===== src/rtl/preg_execute_if.sv =====
// Execute-to-Memory pipeline bundle: execute-stage fields in, memory-stage fields out.
// The master modport drives the E side; the slave modport is the pipeline register.
interface preg_execute_if #(
    parameter int unsigned DATA_WIDTH = 32
);
    logic [DATA_WIDTH-1:0] ALUResultE;
    logic [DATA_WIDTH-1:0] WriteDataE;
    logic [DATA_WIDTH-1:0] PCPlus4E;
    logic [4:0]            RdE;
    logic [2:0]            Funct3E;
    logic                  RegWriteE;
    logic [1:0]            ResultSrcE;
    logic                  MemWriteE;
    logic                  ValidE;

    logic [DATA_WIDTH-1:0] ALUResultM;
    logic [DATA_WIDTH-1:0] WriteDataM;
    logic [DATA_WIDTH-1:0] PCPlus4M;
    logic [4:0]            RdM;
    logic [2:0]            Funct3M;
    logic                  RegWriteM;
    logic [1:0]            ResultSrcM;
    logic                  MemWriteM;
    logic                  ValidM;

    modport master (
        output ALUResultE, WriteDataE, PCPlus4E, RdE, Funct3E,
               RegWriteE, ResultSrcE, MemWriteE, ValidE,
        input  ALUResultM, WriteDataM, PCPlus4M, RdM, Funct3M,
               RegWriteM, ResultSrcM, MemWriteM, ValidM
    );

    modport slave (
        input  ALUResultE, WriteDataE, PCPlus4E, RdE, Funct3E,
               RegWriteE, ResultSrcE, MemWriteE, ValidE,
        output ALUResultM, WriteDataM, PCPlus4M, RdM, Funct3M,
               RegWriteM, ResultSrcM, MemWriteM, ValidM
    );
endinterface


===== src/rtl/preg_execute.sv =====
// Execute-to-Memory pipeline register with stall/flush/valid tracking and
// saturating retire/bubble counters for occupancy debug.
module preg_execute #(
    parameter int unsigned DATA_WIDTH = 32,
    parameter int unsigned CNT_WIDTH  = 16
) (
    input  logic                 clk,
    input  logic                 rst_n,
    preg_execute_if.slave        pipe,
    input  logic                 StallM,
    input  logic                 FlushM,
    input  logic                 CountClear,
    output logic [CNT_WIDTH-1:0] InstrCount,
    output logic [CNT_WIDTH-1:0] BubbleCount
);

    typedef struct packed {
        logic [DATA_WIDTH-1:0] alu;
        logic [DATA_WIDTH-1:0] wdata;
        logic [DATA_WIDTH-1:0] pc4;
        logic [4:0]            rd;
        logic [2:0]            funct3;
        logic                  regwrite;
        logic [1:0]            resultsrc;
        logic                  memwrite;
        logic                  valid;
    } stage_t;

    localparam logic [CNT_WIDTH-1:0] CNT_ONE = CNT_WIDTH'(1);

    stage_t               stage_q, stage_d, load_s;
    logic [CNT_WIDTH-1:0] instr_q, instr_d;
    logic [CNT_WIDTH-1:0] bubble_q, bubble_d;

    // Write enables are qualified by ValidE so a bubble can never commit state downstream.
    always_comb begin
        load_s.alu       = pipe.ALUResultE;
        load_s.wdata     = pipe.WriteDataE;
        load_s.pc4       = pipe.PCPlus4E;
        load_s.rd        = pipe.RdE;
        load_s.funct3    = pipe.Funct3E;
        load_s.regwrite  = pipe.RegWriteE & pipe.ValidE;
        load_s.resultsrc = pipe.ResultSrcE;
        load_s.memwrite  = pipe.MemWriteE & pipe.ValidE;
        load_s.valid     = pipe.ValidE;
    end

    always_comb begin
        stage_d  = stage_q;
        instr_d  = instr_q;
        bubble_d = bubble_q;
        if (FlushM) begin
            stage_d  = '0;
            bubble_d = (bubble_q == '1) ? bubble_q : bubble_q + CNT_ONE;
        end else if (!StallM) begin
            stage_d = load_s;
            if (pipe.ValidE) begin
                instr_d = (instr_q == '1) ? instr_q : instr_q + CNT_ONE;
            end else begin
                bubble_d = (bubble_q == '1) ? bubble_q : bubble_q + CNT_ONE;
            end
        end
        // Clear only touches the counters and overrides any increment this cycle.
        if (CountClear) begin
            instr_d  = '0;
            bubble_d = '0;
        end
    end

    always_ff @(posedge clk or negedge rst_n) begin
        if (!rst_n) begin
            stage_q  <= '0;
            instr_q  <= '0;
            bubble_q <= '0;
        end else begin
            stage_q  <= stage_d;
            instr_q  <= instr_d;
            bubble_q <= bubble_d;
        end
    end

    assign pipe.ALUResultM = stage_q.alu;
    assign pipe.WriteDataM = stage_q.wdata;
    assign pipe.PCPlus4M   = stage_q.pc4;
    assign pipe.RdM        = stage_q.rd;
    assign pipe.Funct3M    = stage_q.funct3;
    assign pipe.RegWriteM  = stage_q.regwrite;
    assign pipe.ResultSrcM = stage_q.resultsrc;
    assign pipe.MemWriteM  = stage_q.memwrite;
    assign pipe.ValidM     = stage_q.valid;
    assign InstrCount      = instr_q;
    assign BubbleCount     = bubble_q;

endmodule


===== src/flat_wrapper.sv =====
// flat-port wrapper written by rule: the top's interface ports become plain ports
module preg_execute_flat 
#(
    parameter int unsigned DATA_WIDTH = 32,
    parameter int unsigned CNT_WIDTH  = 16
)
  (clk, rst_n, StallM, FlushM, CountClear, InstrCount, BubbleCount, pipe_ALUResultE, pipe_WriteDataE, pipe_PCPlus4E, pipe_RdE, pipe_Funct3E, pipe_RegWriteE, pipe_ResultSrcE, pipe_MemWriteE, pipe_ValidE, pipe_ALUResultM, pipe_WriteDataM, pipe_PCPlus4M, pipe_RdM, pipe_Funct3M, pipe_RegWriteM, pipe_ResultSrcM, pipe_MemWriteM, pipe_ValidM);
  preg_execute_if #(.DATA_WIDTH(DATA_WIDTH)) pipe_i ();
  input  logic clk;
  input  logic rst_n;
  input  logic StallM;
  input  logic FlushM;
  input  logic CountClear;
  output logic [CNT_WIDTH-1:0] InstrCount;
  output logic [CNT_WIDTH-1:0] BubbleCount;
  input wire logic [$bits(pipe_i.ALUResultE)-1:0] pipe_ALUResultE;
  input wire logic [$bits(pipe_i.WriteDataE)-1:0] pipe_WriteDataE;
  input wire logic [$bits(pipe_i.PCPlus4E)-1:0] pipe_PCPlus4E;
  input wire logic [$bits(pipe_i.RdE)-1:0] pipe_RdE;
  input wire logic [$bits(pipe_i.Funct3E)-1:0] pipe_Funct3E;
  input wire logic [$bits(pipe_i.RegWriteE)-1:0] pipe_RegWriteE;
  input wire logic [$bits(pipe_i.ResultSrcE)-1:0] pipe_ResultSrcE;
  input wire logic [$bits(pipe_i.MemWriteE)-1:0] pipe_MemWriteE;
  input wire logic [$bits(pipe_i.ValidE)-1:0] pipe_ValidE;
  output wire logic [$bits(pipe_i.ALUResultM)-1:0] pipe_ALUResultM;
  output wire logic [$bits(pipe_i.WriteDataM)-1:0] pipe_WriteDataM;
  output wire logic [$bits(pipe_i.PCPlus4M)-1:0] pipe_PCPlus4M;
  output wire logic [$bits(pipe_i.RdM)-1:0] pipe_RdM;
  output wire logic [$bits(pipe_i.Funct3M)-1:0] pipe_Funct3M;
  output wire logic [$bits(pipe_i.RegWriteM)-1:0] pipe_RegWriteM;
  output wire logic [$bits(pipe_i.ResultSrcM)-1:0] pipe_ResultSrcM;
  output wire logic [$bits(pipe_i.MemWriteM)-1:0] pipe_MemWriteM;
  output wire logic [$bits(pipe_i.ValidM)-1:0] pipe_ValidM;
  assign pipe_i.ALUResultE = pipe_ALUResultE;
  assign pipe_i.WriteDataE = pipe_WriteDataE;
  assign pipe_i.PCPlus4E = pipe_PCPlus4E;
  assign pipe_i.RdE = pipe_RdE;
  assign pipe_i.Funct3E = pipe_Funct3E;
  assign pipe_i.RegWriteE = pipe_RegWriteE;
  assign pipe_i.ResultSrcE = pipe_ResultSrcE;
  assign pipe_i.MemWriteE = pipe_MemWriteE;
  assign pipe_i.ValidE = pipe_ValidE;
  assign pipe_ALUResultM = pipe_i.ALUResultM;
  assign pipe_WriteDataM = pipe_i.WriteDataM;
  assign pipe_PCPlus4M = pipe_i.PCPlus4M;
  assign pipe_RdM = pipe_i.RdM;
  assign pipe_Funct3M = pipe_i.Funct3M;
  assign pipe_RegWriteM = pipe_i.RegWriteM;
  assign pipe_ResultSrcM = pipe_i.ResultSrcM;
  assign pipe_MemWriteM = pipe_i.MemWriteM;
  assign pipe_ValidM = pipe_i.ValidM;
  preg_execute #(.DATA_WIDTH(DATA_WIDTH), .CNT_WIDTH(CNT_WIDTH)) u_core (.clk(clk), .rst_n(rst_n), .pipe(pipe_i), .StallM(StallM), .FlushM(FlushM), .CountClear(CountClear), .InstrCount(InstrCount), .BubbleCount(BubbleCount));
endmodule

===== config.mk =====
export PLATFORM = sky130hd
export DESIGN_NAME = preg_execute_flat
export DESIGN_NICKNAME = d
export VERILOG_FILES = /design/src/rtl/preg_execute_if.sv /design/src/rtl/preg_execute.sv /design/src/flat_wrapper.sv
export SDC_FILE = /design/constraint.sdc
export NUM_CORES = 1
export LEC_CHECK = 0
export CAP_MARGIN = 25
export CORE_ASPECT_RATIO = 1.5
export CORE_MARGIN = 2
export CORE_UTILIZATION = 30
export CTS_CLUSTER_SIZE = 40
export DETAILED_ROUTE_END_ITERATION = 7
export GPL_TIMING_DRIVEN = 0
export MAX_ROUTING_LAYER = met4
export PLACE_DENSITY = 0.62
export SLEW_MARGIN = 20
export SYNTH_ARGS = -nofsm -noshare
export SYNTH_HDL_FRONTEND = slang
export SYNTH_SLANG_ARGS = --single-unit

===== constraint.sdc =====
create_clock -name clk -period 2.25 [get_ports clk]
set_clock_uncertainty 0.05 [all_clocks]
set_input_delay 0.3375 -clock clk [delete_from_list [all_inputs] [get_ports clk]]
set_output_delay 0.3375 -clock clk [all_outputs]
set_load 0.1 [all_outputs]

-- Word level (Yosys, flattened, before mapping)
Index checks and enable logic that the tools add are counted.
- register bits: 141
- input bits: 114
- output and inout bits: 141
- word-level logic and storage cells: 38
- add/subtract/negate cells: 2
- equal/unequal tests: 8
- multiplexer cells: 12
- bitwise operators: 2
- reduce and logical (&&, ||, !) cells: 3
- operators with widths (cell ; number):
    $mux 109 ; 2
    $mux 16 ; 10
    $add 16x1->16 const B ; 2
    $eq 16x16->1 const B ; 2
    $ne 2x1->1 const B ; 3
    $reduce_and 4->1 ; 1
    $ne 3x1->1 const B ; 1
    $ne 3x3->1 const B ; 1
    $and 1x1->1 ; 2
    $ne 2x2->1 const B ; 1
    $reduce_and 2->1 ; 1
    $reduce_bool 2->1 ; 1

-- Longest topological paths before layout
- depth in word-level cells: 6
- depth in mapped cells: 6
- gate-level depth less buffers: 5

-- Worst setup path before layout
Ideal clock, no wire load.
- path kind: register -> register
- start: reg u_core.instr_q[12] (netlist: u_core.InstrCount[12])
- end: reg u_core.instr_q[5] (netlist: u_core.InstrCount[5])
- setup time: 0.128 ns
- arrival: 2.264 ns
- required time: 2.072 ns
- setup slack: -0.191 ns
- cell stages (with the launch flop): 5
- path buffers: 0
- period minus slack after synthesis: 2.441 ns
- path through: dfrtp_1 -> nand3_1 -> nor4_4 -> a211oi_1 -> mux2_1
- cells in the longest elaborated chain, start to end: 3
- RTL lines (element ; RTL line ; source):
    start, declared ; preg_execute.sv:32 ; logic [CNT_WIDTH-1:0] instr_q, instr_d;
    start signal, assigned ; preg_execute.sv:77 ; instr_q <= instr_d;
    $eq 16x16->1 ; preg_execute.sv:58 ; instr_d = (instr_q == '1) ? instr_q : instr_q + CNT_ONE;
    $ne 2x2->1 (no source line) ; n/a ;
    $reduce_and 4->1 (no source line) ; n/a ;
No other way between the ends.
A chain may end at the register's enable or synchronous reset.

-- Worst setup path after layout
- start: reg u_core.bubble_q[7] (netlist: u_core.BubbleCount[7])
- end: out BubbleCount[7]
- RTL lines (element ; RTL line ; source):
    start, declared ; preg_execute.sv:33 ; logic [CNT_WIDTH-1:0] bubble_q, bubble_d;
    start signal, assigned ; preg_execute.sv:78 ; bubble_q <= bubble_d;
    end, declared ; flat_wrapper.sv:15 ; output logic [CNT_WIDTH-1:0] BubbleCount;
No word-level cell between the ends.

==> summary.md <==
| Metric | Value |
|---|---|
| Result of the run | `finished clean` |
| Final-stage net count | `about 940` |
| Syn_area_per_cell | `roughly 11 um2` |
| Final WL | `18800 um` |
| Sort of element at the end of the critical path | `output port` |
| Critical setup path kind | `register to output port` |
| Sinks on Clock Net | `141` |
| Static Leakage | `just under 5 nW` |
| Drt drc | `0` |
| CP delay by family, top | `buffers and inverters` |
| Site Rows | `64` |
| First-pass iteration count of the detailed router | `4` |
| Total power of the final layout | `approximately 7.5 mW` |
| Post-Synthesis Net Count | `665` |
| Number of fill cells in the layout | `slightly below 2000` |
| Worst Max-Slew Pin Slew | `1070 ps` |
| Port Buf Inserts | `roughly 250` |
| Highest-utilization routing layer at the global route stage | `met2` |
| Data required time of the critical path | `between 1500 and 2000 ps` |
| Worst Setup Start Kind | `register` |
| Starting density of the core | `a little under a third` |
| Slowest-stage cell, CP | `sky130_fd_sc_hd__dlygate4sd2_1` |
| Seq cells post-synth | `about 140` |
| Worst Setup Slack post-DPL | `-446 ps` |
| Gr ovfl total | `0` |
| Share of the clock period used by the worst path | `between 90% and 100%` |
| Wirelength per Cell | `around 17 um` |
| HPWL Detailed | `around 14000 um` |
| Met3 routing resource usage after global routing | `under 10%` |
| Worst setup slack after layout | `110 ps` |
| Initial antenna violation count | `1` |
| Via count of the first global-routing pass | `5403` |
| Num CTS Buffers | `17` |
| TritonCTS clock tree | `done` |
| Antenna-violating nets left | `0` |
| Final count of pins violating max slew | `0` |
| CTS root buffer | `sky130_fd_sc_hd__clkbuf_16` |
| Cell count after synthesis | `~550` |
| Hold violation count in the final report | `0` |
| Data arrival time of the critical path | `roughly 1800 ps` |
| Total core area | `a little over 20000 um2` |
| Syn Std Cell Area | `between 6000 and 7000 um2` |
| Insertion delay to the later sink of the worst-skew pair | `420 ps` |
| Number of H-tree branching levels | `4` |
| Maximum number of pins on one net before global-route repair | `88` |
| Die span in y | `roughly 180 um` |
| I/O pin count | `roughly 260` |
| CP Max Fanout | `5` |
| Logic depth of the worst register-to-register path | `5` |
| Final setup viols | `0` |
| Count of yosys warnings during synthesis | `0` |
| Count of unique library cells instantiated by Yosys | `38` |
| Met2 Track Usage GR | `around 31%` |
| Area enclosed by the die boundary | `between 20000 and 25000 um2` |
| Setup repair after global routing missed its margin | `false` |
| Layout cell share with drive strength beyond 1 | `9.46%` |
| Iter 0 DRT Violations | `about 210` |
| Routed via count | `between 5000 and 6000` |
| Post-DR vias/cell | `around 4.7` |
| Sequential-to-total area share from yosys stat | `a little under three fifths` |
| Number of cells traversed by the worst hold path | `3` |
| Wire length of the first global-routing pass | `30000 um` |
| Cell area power density | `just under 800 nW/um2` |
| Class of the tightest hold or removal check | `primary input to register` |
| Levels on crit path | `1` |
| Max rail drop VDD | `a little over 0.0005 V` |
| Longest individual stage delay on the worst path | `slightly below 900 ps` |
| All-Layer GR Usage | `around 18%` |
| Routing usage on met1 | `between 20% and 30%` |
| Clk slew on worst S/H paths | `about 60 ps` |
| Achievable clock frequency | `about 0.47 GHz` |
| Final hold slack | `around 350 ps` |
| GP Congestion | `0.781` |
| Worst relative slew slack | `29.1%` |
| Final min period | `approximately 2100 ps` |
| Area grow syn2layout | `55.3%` |
| Maximum number of buffers from clock root to sink | `2` |
| Total buffers and inverters traversed by the critical path | `1` |
| Horizontal die dimension | `approximately 120 um` |
| Reg-to-reg setup timing slack | `360 ps` |
| Crit-path cells | `dlygate4sd2_1` |
| Max-capacitance violation count | `0` |
[stage by stage]
| stage | utilization, % | instance area (um2) | setup TNS, ps | cells |
|---|---|---|---|---|
| after CTS | 47.3 | 9570 | 0 | 1099 |
| after detailed placement | 44.8 | 9080 | -5960 | 1066 |
| after floorplan | - | 6190 | 0 | 549 |
| after global routing | 47.3 | 9580 | 0 | 1100 |
| after global placement | 44.7 | 9050 | -786220 | 1065 |
| final | 47.3 | 9580 | 0 | 1100 |
[power by group]
group | total, mW | internal (mW) | switching (mW)
Clock | 3.14 | 2.06 | 1.09
Sequential | 2.71 | 2.65 | 0.0596
Combinational | 1.61 | 0.414 | 1.20
Total | 7.46 | 5.12 | 2.34
[synth_stat cells]
| cell | n | area, um2 |
|---|---|---|
| sky130_fd_sc_hd__nand4_1 | 6 | 37.5 |
| sky130_fd_sc_hd__and2_1 | 3 | 18.8 |
| sky130_fd_sc_hd__a21oi_1 | 25 | 125 |
| sky130_fd_sc_hd__clkbuf_1 | 18 | 67.6 |
| sky130_fd_sc_hd__nand4_2 | 3 | 37.5 |
| sky130_fd_sc_hd__nand2_1 | 15 | 56.3 |
| sky130_fd_sc_hd__nor4_4 | 1 | 21.3 |
| sky130_fd_sc_hd__nor2_1 | 119 | 447 |
| sky130_fd_sc_hd__nand3b_1 | 1 | 7.51 |
| sky130_fd_sc_hd__o41ai_1 | 2 | 17.5 |
| sky130_fd_sc_hd__or3_1 | 3 | 18.8 |
| sky130_fd_sc_hd__a211oi_1 | 6 | 45.0 |
| sky130_fd_sc_hd__o21bai_1 | 1 | 7.51 |
| sky130_fd_sc_hd__a21boi_2 | 1 | 11.3 |
| sky130_fd_sc_hd__dfrtp_1 | 141 | 3530 |
| sky130_fd_sc_hd__and3_1 | 2 | 12.5 |
| sky130_fd_sc_hd__o2111ai_1 | 1 | 8.76 |
| sky130_fd_sc_hd__o21ai_0 | 6 | 30.0 |
| sky130_fd_sc_hd__nand3_1 | 6 | 30.0 |
| sky130_fd_sc_hd__o21bai_2 | 1 | 11.3 |
| sky130_fd_sc_hd__mux2i_1 | 108 | 1080 |
| sky130_fd_sc_hd__or4_1 | 16 | 120 |
| sky130_fd_sc_hd__nor4_1 | 2 | 12.5 |
| sky130_fd_sc_hd__o21ba_2 | 1 | 10.0 |
| sky130_fd_sc_hd__nand2b_1 | 4 | 25.0 |
| sky130_fd_sc_hd__buf_2 | 13 | 65.1 |
| sky130_fd_sc_hd__inv_1 | 4 | 15.0 |
| sky130_fd_sc_hd__ha_1 | 2 | 25.0 |
| sky130_fd_sc_hd__o31ai_1 | 14 | 105 |
| sky130_fd_sc_hd__a31oi_1 | 2 | 12.5 |
| sky130_fd_sc_hd__mux2_1 | 2 | 22.5 |
| sky130_fd_sc_hd__nor2b_1 | 2 | 12.5 |
| sky130_fd_sc_hd__and4_1 | 3 | 26.3 |
| sky130_fd_sc_hd__nor3_1 | 11 | 55.1 |
| sky130_fd_sc_hd__nor3b_4 | 1 | 18.8 |
| sky130_fd_sc_hd__or2_2 | 1 | 6.26 |
| sky130_fd_sc_hd__or3b_1 | 1 | 8.76 |
| sky130_fd_sc_hd__buf_1 | 1 | 3.75 |
[logic make-up (layout without fill, tap and decap cells)]
family                   after synthesis  count (layout)  share of synthesized area (%)
AND/OR/NAND/NOR                      200             200                           15.8
flip-flops                           141             141                           57.2
multiplexers                         110             110                           17.9
AO/OA/AOI/OAI                         60              60                           6.23
buffers and inverters                 36             322                           2.46
adder cells (fa/ha/maj)                2               2                          0.406
other                                  0               1                              0
[state kept, by name (all words and copies together), names as in the netlist]
register	flops
u_core.BubbleCount	16
u_core.InstrCount	16
u_core.pipe.ALUResultM	32
u_core.pipe.Funct3M	3
u_core.pipe.MemWriteM	1
u_core.pipe.PCPlus4M	32
u_core.pipe.RdM	5
u_core.pipe.RegWriteM	1
u_core.pipe.ResultSrcM	2
u_core.pipe.ValidM	1
u_core.pipe.WriteDataM	32
[cells in the final DEF (no fill, tap or decap), types with 2 or more instances in the layout]
master and instances:
sky130_fd_sc_hd__clkbuf_16 17, sky130_fd_sc_hd__and2_1 3, sky130_fd_sc_hd__clkbuf_1 19, sky130_fd_sc_hd__nand2_1 15
sky130_fd_sc_hd__clkinv_2 2, sky130_fd_sc_hd__nor2b_1 2, sky130_fd_sc_hd__nand3_1 6, sky130_fd_sc_hd__inv_1 4
sky130_fd_sc_hd__clkdlybuf4s50_1 110, sky130_fd_sc_hd__o31ai_1 14, sky130_fd_sc_hd__nand2b_1 4, sky130_fd_sc_hd__nand4_2 3
sky130_fd_sc_hd__bufinv_16 5, sky130_fd_sc_hd__o21ai_0 6, sky130_fd_sc_hd__nor2_1 119, sky130_fd_sc_hd__dfrtp_2 24
sky130_fd_sc_hd__dfrtp_1 117, sky130_fd_sc_hd__a211oi_1 6, sky130_fd_sc_hd__mux2_1 2, sky130_fd_sc_hd__and3_1 2
sky130_fd_sc_hd__a31oi_1 2, sky130_fd_sc_hd__o41ai_1 2, sky130_fd_sc_hd__nand4_1 6, sky130_fd_sc_hd__clkinv_4 2
sky130_fd_sc_hd__and4_1 3, sky130_fd_sc_hd__ha_1 2, sky130_fd_sc_hd__nor4_1 2, sky130_fd_sc_hd__or4_1 16
sky130_fd_sc_hd__clkbuf_8 3, sky130_fd_sc_hd__dlygate4sd2_1 141, sky130_fd_sc_hd__mux2i_1 108, sky130_fd_sc_hd__or3_1 3
sky130_fd_sc_hd__nor3_1 11, sky130_fd_sc_hd__a21oi_1 25, sky130_fd_sc_hd__buf_2 13
[worst paths after layout]
check | startpoint | end
max | u_core.BubbleCount[7] | BubbleCount[7]
min | CountClear | u_core.InstrCount[0]
max reg2reg | u_core.BubbleCount[0] | u_core.BubbleCount[15]
min reg2reg | u_core.pipe.RegWriteM | u_core.pipe.RegWriteM
max in group asynchronous | rst_n | u_core.BubbleCount[9]
min in group asynchronous | rst_n | u_core.pipe.ALUResultM[28]
[worst reg2reg max path: cells and delay by family (launching register included)]
kind	cells	cell delay (ps)
compound gates	1	70
fa+ha+maj	1	210
flops	1	390
simple gates	3	1040
[timing repair]
item / 4_1_cts / 5_1_grt
buffers inserted: 0 / 0
endpoints found under the setup margin: 141 / 10
hold endpoints to repair: 86 / 0
resized for setup: 141 / 2
cloned: 0 / 0
hold buffers: 1 / 0
[per-layer routing]
| metal | vias up | share of wire (%) |
|---|---|---|
| met2 | 145 | 53 |
| met5 | - | 0 |
| met4 | 0 | 2.4 |
| li1 | 2486 | - |
| met3 | 25 | 4.6 |
| met1 | 2568 | 40 |
[final cells by class]
| cell class | count | area [um2] | share of cell area, % |
|---|---|---|---|
| Antenna cell | 1 | 2.50 | 0.0261 |
| Buffer | 32 | 138 | 1.44 |
| Inverter | 4 | 15.0 | 0.157 |
| Sequential cell | 141 | 3560 | 37.2 |
| Timing Repair Buffer | 254 | 2390 | 24.9 |
| Tap cell | 264 | 330 | 3.45 |
| Multi-Input combinational cell | 372 | 2480 | 25.9 |
| Clock buffer | 22 | 474 | 4.95 |
| Clock inverter | 10 | 185 | 1.93 |
Power figures use the tool's default switching activity.
